`src/rtl/ni_inject_3port.sv`:
```
// ni_inject_3port: local-port network interface transmitter.
// Packetizes core requests into 32-bit flits (head / body / tail / head+tail)
// and drives the router local input under credit-based flow control.
// Optional feature macro: NI_SEQ_EN adds an 8-bit packet sequence counter
// carried in header bits [17:10]; when undefined those bits are zero.
module ni_inject_3port #(
    parameter int unsigned CREDITS = 4
) (
    input  logic        clk,
    input  logic        rst_n,
    input  logic [2:0]  node_add_i,
    input  logic        req_valid_i,
    output logic        req_ready_o,
    input  logic [2:0]  req_dest_i,
    input  logic [3:0]  req_len_i,
    input  logic        pl_valid_i,
    output logic        pl_ready_o,
    input  logic [29:0] pl_data_i,
    output logic        flit_valid_o,
    output logic [31:0] flit_data_o,
    input  logic        credit_in_i,
    output logic        err_self_o
);

    localparam logic [3:0] CreditsInit = 4'(CREDITS);

    localparam logic [1:0] TypeBody = 2'b00;
    localparam logic [1:0] TypeHead = 2'b01;
    localparam logic [1:0] TypeTail = 2'b10;
    localparam logic [1:0] TypeHt   = 2'b11;

    typedef enum logic [1:0] {StIdle, StHead, StBody} state_e;

    state_e      state_q, state_d;
    logic [3:0]  credit_q, credit_d;
    logic [3:0]  remaining_q, remaining_d;
    logic [2:0]  dest_q, dest_d;
    logic [3:0]  len_q, len_d;
    logic        flit_valid_q, flit_valid_d;
    logic [31:0] flit_data_q, flit_data_d;
    logic        err_self_q, err_self_d;
    logic [7:0]  seq_val;

    logic req_accept;
    logic req_self;
    logic credit_avail;
    logic send_head;
    logic send_body;
    logic flit_send;
    logic credit_inc;

    // Handshake and send qualifiers; all gated by the registered credit count
    // so a same-cycle credit_in never enables a send.
    assign req_accept   = req_valid_i && (state_q == StIdle);
    assign req_self     = (req_dest_i == node_add_i);
    assign credit_avail = (credit_q != 4'd0);
    assign send_head    = (state_q == StHead) && credit_avail;
    assign send_body    = (state_q == StBody) && credit_avail && pl_valid_i;
    assign flit_send    = send_head || send_body;

`ifdef NI_SEQ_EN
    logic [7:0] seq_q;

    // Packet sequence counter: advances once per emitted header, wraps at 255.
    always_ff @(posedge clk or negedge rst_n) begin
        if (!rst_n) begin
            seq_q <= 8'd0;
        end else if (send_head) begin
            seq_q <= seq_q + 8'd1;
        end
    end

    assign seq_val = seq_q;
`else
    assign seq_val = 8'd0;
`endif

    // FSM state register.
    always_ff @(posedge clk or negedge rst_n) begin
        if (!rst_n) begin
            state_q <= StIdle;
        end else begin
            state_q <= state_d;
        end
    end

    // FSM next-state: self-addressed requests are dropped without leaving IDLE.
    always_comb begin
        state_d = state_q;
        unique case (state_q)
            StIdle: begin
                if (req_accept && !req_self) begin
                    state_d = StHead;
                end
            end
            StHead: begin
                if (credit_avail) begin
                    state_d = (len_q == 4'd0) ? StIdle : StBody;
                end
            end
            StBody: begin
                if (send_body && (remaining_q == 4'd1)) begin
                    state_d = StIdle;
                end
            end
            default: state_d = StIdle;
        endcase
    end

    // FSM outputs: handshakes plus next values of the registered flit outputs
    // and the per-packet latches.
    always_comb begin
        req_ready_o  = (state_q == StIdle);
        pl_ready_o   = (state_q == StBody) && credit_avail;
        flit_valid_d = 1'b0;
        flit_data_d  = flit_data_q;
        err_self_d   = 1'b0;
        dest_d       = dest_q;
        len_d        = len_q;
        remaining_d  = remaining_q;
        unique case (state_q)
            StIdle: begin
                if (req_accept) begin
                    if (req_self) begin
                        err_self_d = 1'b1;
                    end else begin
                        dest_d = req_dest_i;
                        len_d  = req_len_i;
                    end
                end
            end
            StHead: begin
                if (send_head) begin
                    flit_valid_d = 1'b1;
                    flit_data_d  = {(len_q == 4'd0) ? TypeHt : TypeHead, 12'd0, seq_val,
                                    len_q, node_add_i, dest_q};
                    remaining_d  = len_q;
                end
            end
            StBody: begin
                if (send_body) begin
                    flit_valid_d = 1'b1;
                    flit_data_d  = {(remaining_q == 4'd1) ? TypeTail : TypeBody, pl_data_i};
                    remaining_d  = remaining_q - 4'd1;
                end
            end
            default: ;
        endcase
    end

    // Credit counter next value: a send and an accepted credit cancel out;
    // credit_in at full count is ignored.
    always_comb begin
        credit_inc = credit_in_i && (credit_q != CreditsInit);
        credit_d   = credit_q;
        unique case ({flit_send, credit_inc})
            2'b10:   credit_d = credit_q - 4'd1;
            2'b01:   credit_d = credit_q + 4'd1;
            default: credit_d = credit_q;
        endcase
    end

    // Datapath registers: credits, packet latches and registered outputs.
    always_ff @(posedge clk or negedge rst_n) begin
        if (!rst_n) begin
            credit_q     <= CreditsInit;
            remaining_q  <= 4'd0;
            dest_q       <= 3'd0;
            len_q        <= 4'd0;
            flit_valid_q <= 1'b0;
            flit_data_q  <= 32'd0;
            err_self_q   <= 1'b0;
        end else begin
            credit_q     <= credit_d;
            remaining_q  <= remaining_d;
            dest_q       <= dest_d;
            len_q        <= len_d;
            flit_valid_q <= flit_valid_d;
            flit_data_q  <= flit_data_d;
            err_self_q   <= err_self_d;
        end
    end

    assign flit_valid_o = flit_valid_q;
    assign flit_data_o  = flit_data_q;
    assign err_self_o   = err_self_q;

endmodule

```
`config.mk`:
```
export PLATFORM = sky130hd
export DESIGN_NAME = ni_inject_3port
export DESIGN_NICKNAME = d
export VERILOG_FILES = /design/src/rtl/ni_inject_3port.sv
export SDC_FILE = /design/constraint.sdc
export NUM_CORES = 1
export LEC_CHECK = 0
export CAP_MARGIN = 20
export CORE_MARGIN = 4
export CORE_UTILIZATION = 25
export CTS_CLUSTER_DIAMETER = 50
export DETAILED_ROUTE_END_ITERATION = 8
export GPL_ROUTABILITY_DRIVEN = 1
export PLACE_DENSITY = 0.45
export REMOVE_ABC_BUFFERS = 1
export SLEW_MARGIN = 0
export SYNTH_ARGS = -nofsm -noshare
export SYNTH_HDL_FRONTEND = slang
export SYNTH_SLANG_ARGS = --single-unit
```
`constraint.sdc`:
```
create_clock -name clk -period 7.5 [get_ports clk]
set_input_delay 1.5 -clock clk [delete_from_list [all_inputs] [get_ports clk]]
set_output_delay 1.5 -clock clk [all_outputs]
set_load 0.05 [all_outputs]
```
* After elaboration in Yosys (flattened, before gate mapping)
Cells that the tools add are included.
** Storage, ports and cells
- Bits in registers :: 51
- Input bits :: 45
- Output and inout bits :: 36
- Logic and storage cells :: 61
** Cells by class
- $add $sub $neg :: 3
- Equality and inequality tests :: 12
- Multiplexer cells :: 20
- Bitwise operators :: 1
- Reductions and logical operators :: 17
** Operators with widths (count)
- $mux 32 :: 2
- $pmux 32 s2 :: 1
- $pmux 4 s2 :: 2
- $mux 2 :: 6
- $reduce_and 3->1 :: 3
- $mux 4 :: 2
- $ne 2x2->1 const B :: 4
- $sub 4x1->4 const B :: 2
- $logic_and 1x1->1 :: 7
- $pmux 2 s3 :: 1
- $mux 1 :: 5
- $add 4x1->4 const B :: 1
- $eq 2x1->1 const B :: 2
- $eq 2x2->1 const B :: 2
- $eq 4x1->1 const B :: 1
- $logic_not 4->1 :: 1
- $ne 4x3->1 const B :: 1
- $reduce_bool 2->1 :: 2
- $reduce_bool 4->1 :: 1
- $eq 3x3->1 :: 1
- $logic_not 2->1 :: 1
- $ne 2x1->1 const B :: 1
- $pmux 1 s2 :: 1
- $logic_not 1->1 :: 1
- other kinds (2) :: 2

* Depth between registers and ports, before layout
- Word-level depth :: 6
- Depth in mapped cells :: 13
- Gate-level depth less buffers :: 12

* Worst setup path after synthesis
Ideal clock, no wire load.
- Kind :: input-to-reg
- Start point :: in pl_valid_i
- End point :: reg credit_q[3]
- Setup time :: 0.080 ns
- Data arrival time :: 2.968 ns
- Data required time :: 7.420 ns
- Setup slack :: 4.452 ns
- Cell stages on the path :: 10
- Path buffers :: 0
- Cell sequence :: nand2_1 nor2_1 a21oi_1 ha_1 inv_1 ha_1 a21o_1 a21oi_1 mux2i_1 xnor2_1
** On the way
- Cells in the longest elaborated chain, start to end :: 4
- Elaborated cells between the ends (all ways) :: 6
- Those cells by class :: eq/ne (2); mux (1); reduce/logical (3)
** Ends and longest elaborated chain
- from (decl) :: line 16 : input logic pl_valid_i,
- $logic_and 1x1->1 (*) :: line 58 : assign send_body = (state_q == StBody) && credit_avail && pl_valid_i;
- $logic_or 1x1->1 (*) :: line 59 : assign flit_send = send_head || send_body;
- $eq 2x1->1 / $eq 2x2->1 (equally long branches) :: line 156 : unique case ({flit_send, credit_inc})
- $pmux 4 s2 / $reduce_bool 2->1 (equally long branches)
- to (signal assigned) :: line 166 : credit_q <= CreditsInit;
- to (signal assigned) :: line 174 : credit_q <= credit_d;
- to (decl) :: line 35 : logic [3:0] credit_q, credit_d;
Every way passes the cells marked *; elsewhere a longest branch is shown, timed or not.
A chain may end at the register's enable or synchronous reset.

* Worst setup path after layout
- Start point :: reg state_q[0]
- End point :: out pl_ready_o
** On the way
- Cells in the longest elaborated chain, start to end :: 2
** Ends and longest elaborated chain
- from (decl) :: line 34 : state_e state_q, state_d;
- from (signal assigned) :: line 81 : state_q <= StIdle;
- from (signal assigned) :: line 83 : state_q <= state_d;
- $eq 2x2->1 :: line 114 : pl_ready_o = (state_q == StBody) && credit_avail;
- $logic_and 1x1->1 :: line 114
- to (decl) :: line 17 : output logic pl_ready_o,
No other way between the ends.

==> impl_results.md <==
- Clock root cell: clkbuf_8
- Post-CTS Setup Inserts: 0
- Reg2Reg Depth: 14
- DRC viols: 0
- Global-route wire length before repair: 9580 µm
- Relative max-transition margin: a little under three fifths
- HP Class: reg -> reg
- # clock sinks: between 50 and 60
- Critical Path RT: 6.00 ns
- CP max stage delay: 0.79 ns
- DIE WIDTH: 105 µm
- CP Class: reg -> out
- RSZ-0062 raised after global routing: no
- Initial Utilization: 26.2%
- Met1 usage: approximately 15%
- Slew Viols, Final: 0
- Reg2Reg Setup Slack: 4.60 ns
- Antenna cells: 0
- Most common cell after layout, fill and taps aside: clkdlybuf4s50_1
- Fin worst setup slack: 3.80 ns
- Post-synth top area cell: dfrtp_1
- Filler cells: between 800 and 900
- Min Tclk post-route: 3.70 ns
- Placer Congestion: 0.731
- CTS Hold Bufs: 0
- Number of synthesized register bits: about 50
- Via/cell ratio: about 4.5
- Synthesized-area fraction occupied by adder cells: 5.15%
- Total track usage: 10.8%
- Run status: finished, final reports clean
- Setup total negative slack: 0 ns
- Vias: 1742
- Final instance area: about 3300 µm²
- Synthesis warning total: 0
- Count of input and output buffers: 80
- I/O pin cnt: just over 80
- GR peak layer: met2
- Buffers and inverters on the worst path: 3
- H-tree depth: 2
- Std cell rows: 34
- Routed wire per std cell: approximately 15 µm
- Final Hold Vio Count: 0
- Clock Pin Slew Worst Setup and Hold Paths: 0.10 ns
- Hpwl dp: 3980 µm
- Pwr/cell area: between 400 and 500 nW/µm²
- Synth Area in Simple Gates: 8.64%
- Final setup vio count: 0
- Max clock buf depth: 2
- CP Cell Sequence: inv_1 > ha_1 > buf_4 > and2b_1 > clkdlybuf4s50_1
- Post-Synth XOR/XNOR Area: about 2.3%
- Total congestion overflow: 0
- Yosys cell types: 37
- Maximum capacitance violations: 0
- Core ar.: 8890 µm²
- Detailed Routing Iterations Pass 1: 4
- Crit-path max FO: 26
- Die height: between 100 and 150 µm
- CTS tree: built
- Clock Skew: 0.00994 ns
- Largest net degree at the start of global routing: 52
- Vias in the first global route: 1891
- Area delta synth->final: 42.6%
- CTS Buf Count: 5
- Lkg Pwr: 0.00140 µW
- GRT met3 Usage: 3.33%
- Hold Crit Start: flit_data_o[6]
- R2r startpoint: state_q[0]
- Crit. End Element: output pin
- Sequential element share of the synthesized area: 54.8%
- Hold Crit Endpoint: flit_data_o[6]
- Worst Setup Start Kind: flop
- Clk_lat worst skew: 0.30 ns
- Area share of the largest cell type after synthesis: around 54%
- Post-layout util: a little under two fifths
- Placed cell areas: 3240 µm²
- Commonest cells after routing, fill and taps aside: 79 x clkdlybuf4s50_1, 50 x dfrtp_1, 20 x a22o_1, 17 x nand2_1, 16 x o21ai_0
- Mean cell area of the mapped netlist: 11.9 µm²
- Post-synthesis cell count: slightly below 200
- Min-Delay Path Depth: 2
- Final wirelength: 5730 µm
- Worst-Margin Slew: a little under 0.7 ns
- First DRT Iteration DRCs: 47
- Slowest cell on the critical path: clkdlybuf4s50_1
- Max rail drop VDD: 0.183 mV
- Fmax: 270 MHz
- Worst flop-to-flop path endpoint: credit_q[3]
- Synthesized area: 2330 µm²
- Number of antenna violations at the first check in global routing: 0
- Crit path max-delay family: buffers and inverters
- Layout cells sized above 1: 9.35%
- Resized cells post-CTS: 0
- Met2 Use GR: 16.6%
- Synth area leaders: dfrtp_1 54%, a22o_1 7.5%, mux2i_1 4.7%
- Routed Antenna Nets: 0
- Worst path arrival time: 2.20 ns
- Final Power: about 1600 µW
- Post-synthesis mux area share: a little under a tenth
- Synth Area in Compound Gates: around 17%
- Pre-CTS setup slack: 3.56 ns
- Nets: around 330
- Crit share post-route: 49.4%
- Main combinational cell family by area after synthesis: compound AO/OA/AOI/OAI gates
- Die ar.: 10900 µm²
## worst min-delay path: stages, from the launching register on
cell     delay (ns)
dfrtp_1        0.36
nand2_1        0.05
o21ai_0        0.06
## Yosys cell counts
master      n
o41ai_2     1
nand3_1     1
or4_1       2
a21oi_1     8
a21boi_0    1
a31oi_1     1
o31ai_1     2
o21ai_0    16
xor2_1      3
o211ai_1    1
o2bb2ai_1   1
mux2i_1    11
inv_1       5
nor4_4      1
a22o_1     20
a221o_1     1
nor4_1      1
and2b_1     1
buf_6       1
ha_1        8
nor3_1      2
nand2_1    17
o21ai_1     3
mux2_2      9
buf_2       6
nand2b_1    3
nor2_1      5
fa_1        1
dfrtp_1    50
nor4b_1     1
xnor2_1     3
nor2b_1     2
nor3b_1     1
dfstp_2     1
a21o_1      2
clkbuf_1    3
nor2_2      1
## routing by layer
| layer | part of all wire (%) | wire length, µm | vias up |
|---|---|---|---|
| met2 | 42 | 2410 | 67 |
| li1 | - | - | 869 |
| met4 | 0.96 | 55 | 0 |
| met1 | 50 | 2880 | 801 |
| met3 | 6.7 | 383 | 5 |
| met5 | 0 | 0 | - |
## flip-flops by register name, summed over array words and instances (netlist names)
| name | cells |
|---|---|
| remaining_q | 4 |
| len_q | 4 |
| dest_q | 3 |
| err_self_o | 1 |
| flit_data_o | 32 |
| flit_valid_o | 1 |
| credit_q | 4 |
| state_q | 2 |
## cell type report
| type | instances | area [µm²] | share of cell area [%] |
|---|---|---|---|
| sequential | 51 | 1280 | 38.4 |
| clock inverter | 3 | 15.0 | 0.452 |
| timing repair buffer | 84 | 826 | 24.8 |
| multi-input combinational | 130 | 982 | 29.6 |
| tap | 108 | 135 | 4.07 |
| clock buffer | 5 | 68.8 | 2.07 |
| inverter | 5 | 18.8 | 0.565 |
## through the flow
step | hold WS (ns) | std cells
6_report | 0.493 | 386
3_5_place_dp | 0.479 | 378
3_3_place_gp | 0.467 | 378
2_1_floorplan | 0.480 | 186
4_1_cts | 0.503 | 386
5_1_grt | 0.517 | 386
## power breakdown
part	switching [µW]	internal [µW]	leakage, µW
Combinational	601	375	0.000711
Clock	89.9	64.1	0.0000477
Sequential	104	414	0.000646
## cells by family (layout without fill, tap and decap cells)
group / Yosys count / after routing
simple gates: 38 / 38
compound gates: 57 / 57
buf+inv: 15 / 97
mux: 20 / 20
fa+ha+maj: 9 / 9
flops: 51 / 51
xor+xnor: 6 / 6
## worst max path at each step
stage / slack (ns) / startpoint / cells past startpoint / end
6_report: 3.80 / state_q[0] / 5 / pl_ready_o
4_1_cts: 3.76 / state_q[0] / 5 / pl_ready_o
5_1_grt: 3.68 / state_q[0] / 5 / pl_ready_o
3_5_place_dp: 3.56 / pl_valid_i / 12 / credit_q[3]
3_3_place_gp: 3.60 / pl_valid_i / 12 / credit_q[3]
2_1_floorplan: 3.77 / pl_valid_i / 10 / credit_q[3]
No activity file was read; power rests on OpenSTA's default activity.
